==> config.mk <==
export PLATFORM = sky130hd
export DESIGN_NAME = bpsk_frame_transceiver_flat
export DESIGN_NICKNAME = d
export VERILOG_FILES = /design/src/rtl/bpsk_frame_transceiver_if.sv /design/src/rtl/bpsk_frame_transceiver.sv /design/src/flat_wrapper.sv
export SDC_FILE = /design/constraint.sdc
export NUM_CORES = 1
export LEC_CHECK = 0
export ABC_CLOCK_PERIOD_IN_PS = 3000
export CORE_MARGIN = 2
export CORE_UTILIZATION = 50
export DETAILED_ROUTE_END_ITERATION = 10
export GPL_TIMING_DRIVEN = 0
export PLACE_DENSITY = 0.76
export SETUP_SLACK_MARGIN = 0.1
export SLEW_MARGIN = 20
export SYNTH_ARGS = -nofsm -noshare
export SYNTH_HDL_FRONTEND = slang
export SYNTH_SLANG_ARGS = --single-unit
==> constraint.sdc <==
create_clock -name clk -period 3 [get_ports clk]
set_input_delay 0.3 -clock clk [delete_from_list [all_inputs] [get_ports clk]]
set_output_delay 0.3 -clock clk [all_outputs]
set_load 0.005 [all_outputs]
==> src/rtl/bpsk_frame_transceiver_if.sv <==
// Purpose : bundles the serial-line input, modulator enable and all status/sample
//           outputs of bpsk_frame_transceiver into one port.
// Latency : n/a (wiring only).
// Backpr. : n/a; mod_en is the only flow-control input (gates new modulator words).
// Ports   : master = line/controller side (drives rx_in, mod_en),
//           slave  = transceiver side (drives status pulses, rx_data, fifo_count, samples).
interface bpsk_frame_transceiver_if #(
  parameter int DATA_WIDTH   = 8,
  parameter int SAMPLE_WIDTH = 12,
  parameter int FIFO_AW      = 2
);
  logic                           rx_in;
  logic                           mod_en;
  logic                           frame_done;
  logic                           parity_err;
  logic                           frame_err;
  logic                           overflow;
  logic [DATA_WIDTH-1:0]          rx_data;
  logic [FIFO_AW:0]               fifo_count;
  logic                           tx_busy;
  logic                           signal_valid;
  logic signed [SAMPLE_WIDTH-1:0] signal_out;

  modport master (
    output rx_in, mod_en,
    input  frame_done, parity_err, frame_err, overflow, rx_data, fifo_count,
           tx_busy, signal_valid, signal_out
  );

  modport slave (
    input  rx_in, mod_en,
    output frame_done, parity_err, frame_err, overflow, rx_data, fifo_count,
           tx_busy, signal_valid, signal_out
  );
endinterface

==> src/rtl/bpsk_frame_transceiver.sv <==
// Purpose : oversampled serial frame receiver (optional parity, stop check) -> word FIFO
//           -> BPSK square-carrier modulator producing signed DAC samples.
// Latency : status pulses 1 cycle after the stop-bit sample; first sample 1 cycle after pop.
// Backpr. : mod_en low holds words in the FIFO; a good frame arriving while full is dropped
//           and flagged with overflow.
// Ports   : clk, arst (synchronous, active-high), bus (slave modport): rx_in, mod_en in;
//           frame_done/parity_err/frame_err/overflow pulses, rx_data, fifo_count,
//           tx_busy, signal_valid, signal_out out.
module bpsk_frame_transceiver #(
  parameter int DATA_WIDTH      = 8,
  parameter int SAMPLE_WIDTH    = 12,
  parameter int CLKS_PER_BIT    = 16,
  parameter int PARITY_MODE     = 1,
  parameter int FIFO_AW         = 2,
  parameter int SAMPLES_PER_BIT = 8,
  parameter int CARRIER_PERIOD  = 4,
  parameter int AMPLITUDE       = 2047
) (
  input logic                    clk,
  input logic                    arst,
  bpsk_frame_transceiver_if.slave bus
);

  localparam int CW    = $clog2(CLKS_PER_BIT);
  localparam int BW    = (DATA_WIDTH > 1) ? $clog2(DATA_WIDTH) : 1;
  localparam int SMW   = (SAMPLES_PER_BIT > 1) ? $clog2(SAMPLES_PER_BIT) : 1;
  localparam int KW    = $clog2(CARRIER_PERIOD);
  localparam int DEPTH = 1 << FIFO_AW;

  localparam logic [CW-1:0]      BIT_LAST  = CW'(CLKS_PER_BIT - 1);
  localparam logic [CW-1:0]      HALF_LAST = CW'(CLKS_PER_BIT / 2 - 1);
  localparam logic [BW-1:0]      IDX_LAST  = BW'(DATA_WIDTH - 1);
  localparam logic [SMW-1:0]     SMP_LAST  = SMW'(SAMPLES_PER_BIT - 1);
  localparam logic [KW-1:0]      CAR_LAST  = KW'(CARRIER_PERIOD - 1);
  localparam logic [KW-1:0]      CAR_HALF  = KW'(CARRIER_PERIOD / 2);
  localparam logic [FIFO_AW:0]   CNT_FULL  = (FIFO_AW + 1)'(DEPTH);
  localparam logic signed [SAMPLE_WIDTH-1:0] AMP_P = SAMPLE_WIDTH'(AMPLITUDE);
  localparam logic signed [SAMPLE_WIDTH-1:0] AMP_N = SAMPLE_WIDTH'(-AMPLITUDE);

  typedef enum logic [2:0] {
    S_IDLE, S_START, S_DATA, S_PARITY, S_STOP, S_BREAK
  } rx_state_t;

  // ---------------- receiver ----------------
  rx_state_t             rx_state;
  logic [CW-1:0]         bit_cnt;
  logic [BW-1:0]         bit_idx;
  logic [DATA_WIDTH-1:0] rx_shift;
  logic                  par_bit;
  logic [DATA_WIDTH-1:0] rx_data_q;
  logic                  frame_done_q, parity_err_q, frame_err_q;
  logic                  bit_tick;
  logic                  par_ok;
  logic                  push;

  // After the half-bit start check the counter is zeroed, so every full-bit tick
  // lands on a bit centre.
  assign bit_tick = (bit_cnt == BIT_LAST);

  always_comb begin
    par_ok = 1'b1;
    case (PARITY_MODE)
      1:       par_ok = ~(^rx_shift ^ par_bit);
      2:       par_ok =   ^rx_shift ^ par_bit;
      default: par_ok = 1'b1;
    endcase
  end

  assign push = (rx_state == S_STOP) && bit_tick && bus.rx_in && par_ok;

  always_ff @(posedge clk) begin
    if (arst) begin
      rx_state     <= S_IDLE;
      bit_cnt      <= '0;
      bit_idx      <= '0;
      rx_shift     <= '0;
      par_bit      <= 1'b0;
      rx_data_q    <= '0;
      frame_done_q <= 1'b0;
      parity_err_q <= 1'b0;
      frame_err_q  <= 1'b0;
    end else begin
      frame_done_q <= 1'b0;
      parity_err_q <= 1'b0;
      frame_err_q  <= 1'b0;
      case (rx_state)
        S_IDLE: begin
          if (!bus.rx_in) begin
            rx_state <= S_START;
            bit_cnt  <= '0;
          end
        end
        S_START: begin
          if (bit_cnt == HALF_LAST) begin
            bit_cnt  <= '0;
            bit_idx  <= '0;
            // A start bit that is high again at its centre was a glitch.
            rx_state <= bus.rx_in ? S_IDLE : S_DATA;
          end else begin
            bit_cnt <= bit_cnt + 1'b1;
          end
        end
        S_DATA: begin
          if (bit_tick) begin
            bit_cnt  <= '0;
            rx_shift <= {bus.rx_in, rx_shift[DATA_WIDTH-1:1]};
            if (bit_idx == IDX_LAST) begin
              rx_state <= (PARITY_MODE == 0) ? S_STOP : S_PARITY;
            end else begin
              bit_idx <= bit_idx + 1'b1;
            end
          end else begin
            bit_cnt <= bit_cnt + 1'b1;
          end
        end
        S_PARITY: begin
          if (bit_tick) begin
            bit_cnt  <= '0;
            par_bit  <= bus.rx_in;
            rx_state <= S_STOP;
          end else begin
            bit_cnt <= bit_cnt + 1'b1;
          end
        end
        S_STOP: begin
          if (bit_tick) begin
            bit_cnt <= '0;
            if (bus.rx_in) begin
              rx_data_q <= rx_shift;
              if (par_ok) frame_done_q <= 1'b1;
              else        parity_err_q <= 1'b1;
              rx_state <= S_IDLE;
            end else begin
              frame_err_q <= 1'b1;
              rx_state    <= S_BREAK;
            end
          end else begin
            bit_cnt <= bit_cnt + 1'b1;
          end
        end
        S_BREAK: begin
          // Hold off until the line is released so a break is not read as a new start.
          if (bus.rx_in) rx_state <= S_IDLE;
        end
        default: rx_state <= S_IDLE;
      endcase
    end
  end

  // ---------------- word FIFO ----------------
  logic [DATA_WIDTH-1:0] mem [DEPTH];
  logic [FIFO_AW-1:0]    wr_ptr, rd_ptr;
  logic [FIFO_AW:0]      count;
  logic                  overflow_q;
  logic                  tx_busy_q;
  logic                  pop;
  logic                  full;
  logic                  do_push;

  assign pop     = !tx_busy_q && bus.mod_en && (count != '0);
  assign full    = (count == CNT_FULL);
  // A simultaneous pop frees a slot, so a push into a full FIFO is still accepted then.
  assign do_push = push && (!full || pop);

  always_ff @(posedge clk) begin
    if (do_push) mem[wr_ptr] <= rx_shift;
  end

  always_ff @(posedge clk) begin
    if (arst) begin
      wr_ptr     <= '0;
      rd_ptr     <= '0;
      count      <= '0;
      overflow_q <= 1'b0;
    end else begin
      overflow_q <= push && full && !pop;
      if (do_push) wr_ptr <= wr_ptr + 1'b1;
      if (pop)     rd_ptr <= rd_ptr + 1'b1;
      case ({do_push, pop})
        2'b10:   count <= count + 1'b1;
        2'b01:   count <= count - 1'b1;
        default: count <= count;
      endcase
    end
  end

  // ---------------- BPSK modulator ----------------
  logic [DATA_WIDTH-1:0] tx_word;
  logic [BW-1:0]         tx_bit;
  logic [SMW-1:0]        smp_cnt;
  logic [KW-1:0]         car_k;
  logic                  carrier_pos;

  always_ff @(posedge clk) begin
    if (arst) begin
      tx_busy_q <= 1'b0;
      tx_word   <= '0;
      tx_bit    <= '0;
      smp_cnt   <= '0;
      car_k     <= '0;
    end else if (!tx_busy_q) begin
      if (pop) begin
        tx_busy_q <= 1'b1;
        tx_word   <= mem[rd_ptr];
        tx_bit    <= '0;
        smp_cnt   <= '0;
        car_k     <= '0;
      end
    end else begin
      if (smp_cnt == SMP_LAST) begin
        // Carrier phase restarts on every bit boundary.
        smp_cnt <= '0;
        car_k   <= '0;
        tx_word <= tx_word >> 1;
        if (tx_bit == IDX_LAST) tx_busy_q <= 1'b0;
        else                    tx_bit    <= tx_bit + 1'b1;
      end else begin
        smp_cnt <= smp_cnt + 1'b1;
        car_k   <= (car_k == CAR_LAST) ? '0 : car_k + 1'b1;
      end
    end
  end

  // Sample is decoded straight from the modulator registers: positive when the current
  // bit agrees with the carrier half-cycle.
  assign carrier_pos = (car_k < CAR_HALF);

  assign bus.signal_out   = !tx_busy_q ? '0 :
                            ((tx_word[0] == carrier_pos) ? AMP_P : AMP_N);
  assign bus.signal_valid = tx_busy_q;
  assign bus.tx_busy      = tx_busy_q;
  assign bus.frame_done   = frame_done_q;
  assign bus.parity_err   = parity_err_q;
  assign bus.frame_err    = frame_err_q;
  assign bus.overflow     = overflow_q;
  assign bus.rx_data      = rx_data_q;
  assign bus.fifo_count   = count;

endmodule

==> src/flat_wrapper.sv <==
// flat-port wrapper written by rule: the top's interface ports become plain ports
module bpsk_frame_transceiver_flat 
#(
  parameter int DATA_WIDTH      = 8,
  parameter int SAMPLE_WIDTH    = 12,
  parameter int CLKS_PER_BIT    = 16,
  parameter int PARITY_MODE     = 1,
  parameter int FIFO_AW         = 2,
  parameter int SAMPLES_PER_BIT = 8,
  parameter int CARRIER_PERIOD  = 4,
  parameter int AMPLITUDE       = 2047
)
  (clk, arst, bus_rx_in, bus_mod_en, bus_frame_done, bus_parity_err, bus_frame_err, bus_overflow, bus_rx_data, bus_fifo_count, bus_tx_busy, bus_signal_valid, bus_signal_out);
  bpsk_frame_transceiver_if #(.DATA_WIDTH(DATA_WIDTH), .SAMPLE_WIDTH(SAMPLE_WIDTH), .FIFO_AW(FIFO_AW)) bus_i ();
  input logic clk;
  input logic arst;
  input wire logic [$bits(bus_i.rx_in)-1:0] bus_rx_in;
  input wire logic [$bits(bus_i.mod_en)-1:0] bus_mod_en;
  output wire logic [$bits(bus_i.frame_done)-1:0] bus_frame_done;
  output wire logic [$bits(bus_i.parity_err)-1:0] bus_parity_err;
  output wire logic [$bits(bus_i.frame_err)-1:0] bus_frame_err;
  output wire logic [$bits(bus_i.overflow)-1:0] bus_overflow;
  output wire logic [$bits(bus_i.rx_data)-1:0] bus_rx_data;
  output wire logic [$bits(bus_i.fifo_count)-1:0] bus_fifo_count;
  output wire logic [$bits(bus_i.tx_busy)-1:0] bus_tx_busy;
  output wire logic [$bits(bus_i.signal_valid)-1:0] bus_signal_valid;
  output wire logic [$bits(bus_i.signal_out)-1:0] bus_signal_out;
  assign bus_i.rx_in = bus_rx_in;
  assign bus_i.mod_en = bus_mod_en;
  assign bus_frame_done = bus_i.frame_done;
  assign bus_parity_err = bus_i.parity_err;
  assign bus_frame_err = bus_i.frame_err;
  assign bus_overflow = bus_i.overflow;
  assign bus_rx_data = bus_i.rx_data;
  assign bus_fifo_count = bus_i.fifo_count;
  assign bus_tx_busy = bus_i.tx_busy;
  assign bus_signal_valid = bus_i.signal_valid;
  assign bus_signal_out = bus_i.signal_out;
  bpsk_frame_transceiver #(.DATA_WIDTH(DATA_WIDTH), .SAMPLE_WIDTH(SAMPLE_WIDTH), .CLKS_PER_BIT(CLKS_PER_BIT), .PARITY_MODE(PARITY_MODE), .FIFO_AW(FIFO_AW), .SAMPLES_PER_BIT(SAMPLES_PER_BIT), .CARRIER_PERIOD(CARRIER_PERIOD), .AMPLITUDE(AMPLITUDE)) u_core (.clk(clk), .arst(arst), .bus(bus_i));
endmodule
-- Word-level counts from Yosys, hierarchy flattened
Memory sizes are Yosys's and may differ from the RTL's. A register that Yosys moved wholly into a read port is not among the register bits.
Cells that the tools add are included.
- output and inout bits: 29
- bits in registers: 55
- memories: 1
- logic and storage cells: 134
- memory bits (writable): 32
- bits of input ports: 4
- memory list (memory ; words ; bits a word ; read ports ; clocked after memory_dff ; write ports ; RTL line ; text):
    u_core.mem ; 4 ; 8 ; 1 ; 1 ; 1 ; bpsk_frame_transceiver.sv:151 ; logic [DATA_WIDTH-1:0] mem [DEPTH];
- magnitude comparators: 1
- multiplexer cells: 45
- reduce and logical (&&, ||, !) cells: 30
- bitwise gates (word level): 5
- $add $sub $neg: 9
- equality and inequality tests: 25
- operators by type and width (cell ; count):
    3-bit 2-to-1 mux ; 17
    12-bit 2-to-1 mux ; 2
    8-bit 2-to-1 mux ; 3
    3-bit equality test, second input constant ; 6
    3-bit one-hot mux with 6 select lines ; 1
    2-bit 2-to-1 mux ; 7
    3-bit by 1-bit adder with 3-bit output, second input constant ; 4
    4-bit 2-to-1 mux ; 3
    3-bit one-hot mux with 2 select lines ; 2
    4-bit one-hot mux with 3 select lines ; 1
    2-bit by 1-bit != test with 1-bit output, second input constant ; 5
    2-bit != test, second input constant ; 5
    1-bit 2-to-1 mux ; 9
    1-bit logical AND ; 8
    2-bit AND reduction ; 4
    8-bit parity ; 1
    7-bit AND reduction ; 1
    2-bit by 1-bit adder with 2-bit output, second input constant ; 3
    3-bit by 2-bit equality test with 1-bit output, second input constant ; 2
    3-bit AND reduction ; 2
    2-bit nonzero test ; 3
    3-bit nonzero test ; 2
    3-bit OR reduction ; 2
    4-bit by 1-bit adder with 4-bit output, second input constant ; 1
    other kinds (15) ; 21

-- Depth between registers and ports, before layout
- word-level depth: 7
- gate-level depth with buffers: 9
- gate-level depth less buffers: 9

-- Least setup slack after synthesis
No wires, ideal clock.
- path kind: register to register
- from: reg u_core.rx_shift[0]
- to: reg u_core.count[2], in the netlist u_core.bus.fifo_count[2]
- data required time: 2.877 ns
- buffers on the path: 0
- slack: 0.592 ns
- data arrival time: 2.285 ns
- library setup time: 0.123 ns
- stages on the path, launching flop included: 9
- period minus slack after synthesis: 2.408 ns
- path through: dfxtp_1 xnor3_1 nand4b_2 mux2i_4 nor2_1 fa_1 nor3_1 a31oi_1 mux2_1
- word-level cells in the longest chain between the ends: 7
- elaborated cells between the ends (all ways): 9
- classes of those cells: 2 x eq/ne; 1 x mux; 2 x bitwise; 4 x reduce/logical
- RTL lines (element ; RTL line ; text):
    from (decl) ; bpsk_frame_transceiver.sv:48 ; logic [DATA_WIDTH-1:0] rx_shift;
    from (signal assigned) ; bpsk_frame_transceiver.sv:106 ; rx_shift <= {bus.rx_in, rx_shift[DATA_WIDTH-1:1]};
    8-bit parity (*) ; bpsk_frame_transceiver.sv:63 ; 1: par_ok = ~(^rx_shift ^ par_bit);
    1-bit bitwise XOR (*) ; bpsk_frame_transceiver.sv:63 ;
    1-bit NOT (*) ; bpsk_frame_transceiver.sv:63 ;
    1-bit logical AND (*) ; bpsk_frame_transceiver.sv:69 ; assign push = (rx_state == S_STOP) && bit_tick && bus.rx_in && par_ok;
    1-bit logical AND (*) ; bpsk_frame_transceiver.sv:163 ; assign do_push = push && (!full || pop);
    2-bit by 1-bit equality test with 1-bit output or 2-bit equality test (tied branches) ; bpsk_frame_transceiver.sv:179 ; case ({do_push, pop})
    3-bit one-hot mux with 2 select lines or 2-bit nonzero test (tied branches) ; n/a ;
    to (signal assigned) ; bpsk_frame_transceiver.sv:180 ; 2'b10: count <= count + 1'b1;
    to (signal assigned) ; bpsk_frame_transceiver.sv:181 ; 2'b01: count <= count - 1'b1;
    to (signal assigned) ; bpsk_frame_transceiver.sv:182 ; default: count <= count;
    to (decl) ; bpsk_frame_transceiver.sv:153 ; logic [FIFO_AW:0] count;
Mark *: on every way between the ends. The rest lies on a longest branch, timed or not.
A chain may end at the register's enable or synchronous reset.

-- Worst setup path after layout
Same ends and word-level chain as after synthesis.

==> metrics.txt <==
Max Clock Skew=0.0102 ns; Synth warnings=0; reg-to-reg startpoint=u_core.rx_shift[0]; Placed Cells=476; total CTS buffers=9; top-count cell post-synth=nor2_1; Top delay family on crit path=multiplexers; Post-Syn Area=3910 um2; Fin. Hold Viols=0; r2r worst-path depth=8; cell taking the most area after synthesis=dfxtp_1; die width=92.4 um; first-pass GRT wire length=11500 um; share of layout cells above drive strength 1=0.126; global-route usage over all layers=0.173; P per Cell Area=458 nW/um2; final wirelength=6970 um; Lkg Pwr=1.68 nW; unrepaired setup endpoints after global routing=no; routability cong.=0.889; Max stage delay on crit path=0.53 ns; CTS tree=done; Distinct cells, synth=47; Rows=32; largest family of logic cells by synthesized area=multiplexers; Post-synth top cells=61 x nor2_1, 57 x dfxtp_1, 32 x edfxtp_1; CTS Root Cell=clkbuf_8; WHS=0.479 ns; Post-Syn Nets=359; crit path launch=u_core.rx_shift[0]; Worst Tran Pin Value=0.858 ns; drt wl/cell=14.2 um; Worst Path Arrival=2.99 ns; post-synthesis compound-gate area fraction=0.0749; achievable clock frequency=0.365 GHz; crit path max fanout=8; setup TNS=0 ns; drt first pass iters=4; Layout Cells excl Fill=491; VDD IR-drop max=0.278 mV; initial antenna violation count=0; post-route minimum period=2.74 ns; H-tree levels=3; CTS Buffer Depth=2; residual DRC count=0; Cells after Synth=342; Synth Area in XOR/XNOR=0.0320; vias in the first global route=2459; clock slew at reported path FFs=0.09 ns; starting density of the core=0.511; post-synthesis adder-cell area fraction=0.0435; post-synth top area share=0.292; Critical Path Sink=u_core.bus.fifo_count[2]; Slowest-stage cell, CP=xnor3_1; worst reg-to-reg setup slack=0.26 ns; mux contribution to synthesized area=0.137; Crit path depth=8; DP Worst Slack=0.181 ns; maxcap violations=0; initial DRC count=115; post-route ant nets=0; Critical Path Start Type=flip-flop; Die Area=8540 um2; Die Height=92.4 um; Post-synth EDFFs=32; final worst path period share=0.913; setup ws final=0.260 ns; DP HPWL=5070 um; Hold Crit Class=flip-flop to flip-flop; fin. max-slew vios=0; worst endpoint required time=3.25 ns; diode count=0; post-synthesis sequential area ratio=0.538; clock sink count=89; crit end category=flip-flop; largest net degree at the start of global routing=16; Synth-to-Final Area Change=15.8%; Mean Syn Cell Area=11.4 um2; Most used DFF post-synth=dfxtp_1; vias=2578; reg-to-reg endpoint=u_core.bus.fifo_count[2]; Slew HR=0.426; Setup-failing EPs final=0; Worst-Skew Late Latency=0.35 ns; synth top area cells=dfxtp_1 29%, edfxtp_1 25%, mux2i_1 7.7%; port bufs=32; drt via density=5.25; simple logic cell fraction of the synthesized area=0.132; fin nets=401; Core Area=7650 um2; ys async rst share=0; overall power=2.08 mW; Buf/Inv on CP=0; # IOs=33; sequence of cells on the critical path=xnor3_1, nand4b_2, mux2i_4, nor2_1, fa_1, nor3_1, a31oi_1, mux2_1; worst hold start=u_core.bit_idx[0]; register bit total from synthesis=89; total global routing overflow=0; Setup CP Type=flip-flop to flip-flop; status=finished clean
## where the power goes
| group | internal (mW) | switching (mW) | total, mW | leakage, nW |
|---|---|---|---|---|
| clock network | 0.303 | 0.423 | 0.726 | 0.0809 |
| registers | 1.25 | 0.00577 | 1.25 | 0.760 |
| logic | 0.0349 | 0.0622 | 0.0972 | 0.839 |
| total | 1.58 | 0.491 | 2.08 | 1.68 |
## sequential cells by signal, indices dropped and copies added, names as in the netlist, 4 cells and up, named ones only
name,flops
u_core.bit_cnt,4
u_core.bus.rx_data,8
u_core.mem,32
u_core.rx_shift,8
u_core.tx_word,8
## layer usage
layer,track usage,up-vias,part of all wire
met2,0.299,39,0.50
met3,0.0317,11,0.025
li1,-,1294,-
met4,0.0709,0,0.016
met5,0,-,0
met1,0.213,1234,0.46
## through the flow
step | area [um2] | utilization
global placement | 4360 | 0.570
floorplan | 3910 | -
detailed placement | 4360 | 0.570
finish | 4530 | 0.592
global route | 4530 | 0.592
CTS | 4530 | 0.593
## how the worst min path moves through the flow
stage          slack, ns                 to  depth (start not counted)
6_report            0.48  u_core.bit_idx[0]                          2
5_1_grt             0.52  u_core.tx_word[1]                          2
4_1_cts             0.48  u_core.bit_idx[0]                          2
3_5_place_dp        0.47  u_core.bit_idx[0]                          2
3_3_place_gp        0.46  u_core.bit_idx[0]                          2
2_1_floorplan       0.44  u_core.bit_idx[0]                          2
## kinds of logic after synthesis
| logic type | Yosys count |
|---|---|
| compound gates | 45 |
| xor+xnor | 11 |
| fa+ha+maj | 13 |
| buf+inv | 33 |
| flops | 89 |
| mux | 42 |
| simple gates | 109 |
## final cells by class
| class | instances | area, um2 |
|---|---|---|
| well taps | 102 | 128 |
| fillers | 655 | 3120 |
| clock inverters | 6 | 42.5 |
| plain buffers | 27 | 148 |
| inverters | 5 | 18.8 |
| clock buffers | 10 | 128 |
| multi-input cells | 220 | 1640 |
| repair buffers | 32 | 320 |
| flip-flops and latches | 89 | 2100 |
## cells in the final DEF (no fill, tap or decap), drive strengths merged, types with 2 or more instances in the layout
| cell type | Yosys | routed |
|---|---|---|
| nor3 | 6 | 6 |
| nand3 | 4 | 4 |
| and2 | 3 | 3 |
| mux2 | 3 | 3 |
| inv | 5 | 7 |
| a22o | 3 | 3 |
| o21ai | 9 | 9 |
| ha | 12 | 12 |
| a22oi | 7 | 7 |
| and3 | 6 | 6 |
| nand2 | 12 | 12 |
| buf | 14 | 14 |
| a21oi | 11 | 11 |
| a311oi | 2 | 2 |
| xnor3 | 2 | 2 |
| dfxtp | 57 | 57 |
| nand4b | 2 | 2 |
| nor2b | 5 | 5 |
| clkinvlp | 0 | 2 |
| xnor2 | 7 | 7 |
| mux4 | 8 | 8 |
| clkbuf | 14 | 23 |
| clkinv | 0 | 2 |
| or3 | 2 | 2 |
| clkdlybuf4s50 | 0 | 32 |
| nor2 | 61 | 61 |
| a211oi | 8 | 8 |
| nand2b | 2 | 2 |
| edfxtp | 32 | 32 |
| xor2 | 2 | 2 |
| mux2i | 31 | 31 |
## worst min-delay path: stages, from the launching register on
cell,delay (ns)
dfxtp_1,0.33
nand2_1,0.06
a21oi_1,0.05
## repair_timing
action,4_1_cts,5_1_grt
resized for setup,2,0
pin swaps,0,0
setup buffers,0,0
hold buffers,0,0
endpoints found under the setup margin,10,9
No activity file was read; power rests on OpenSTA's default activity.
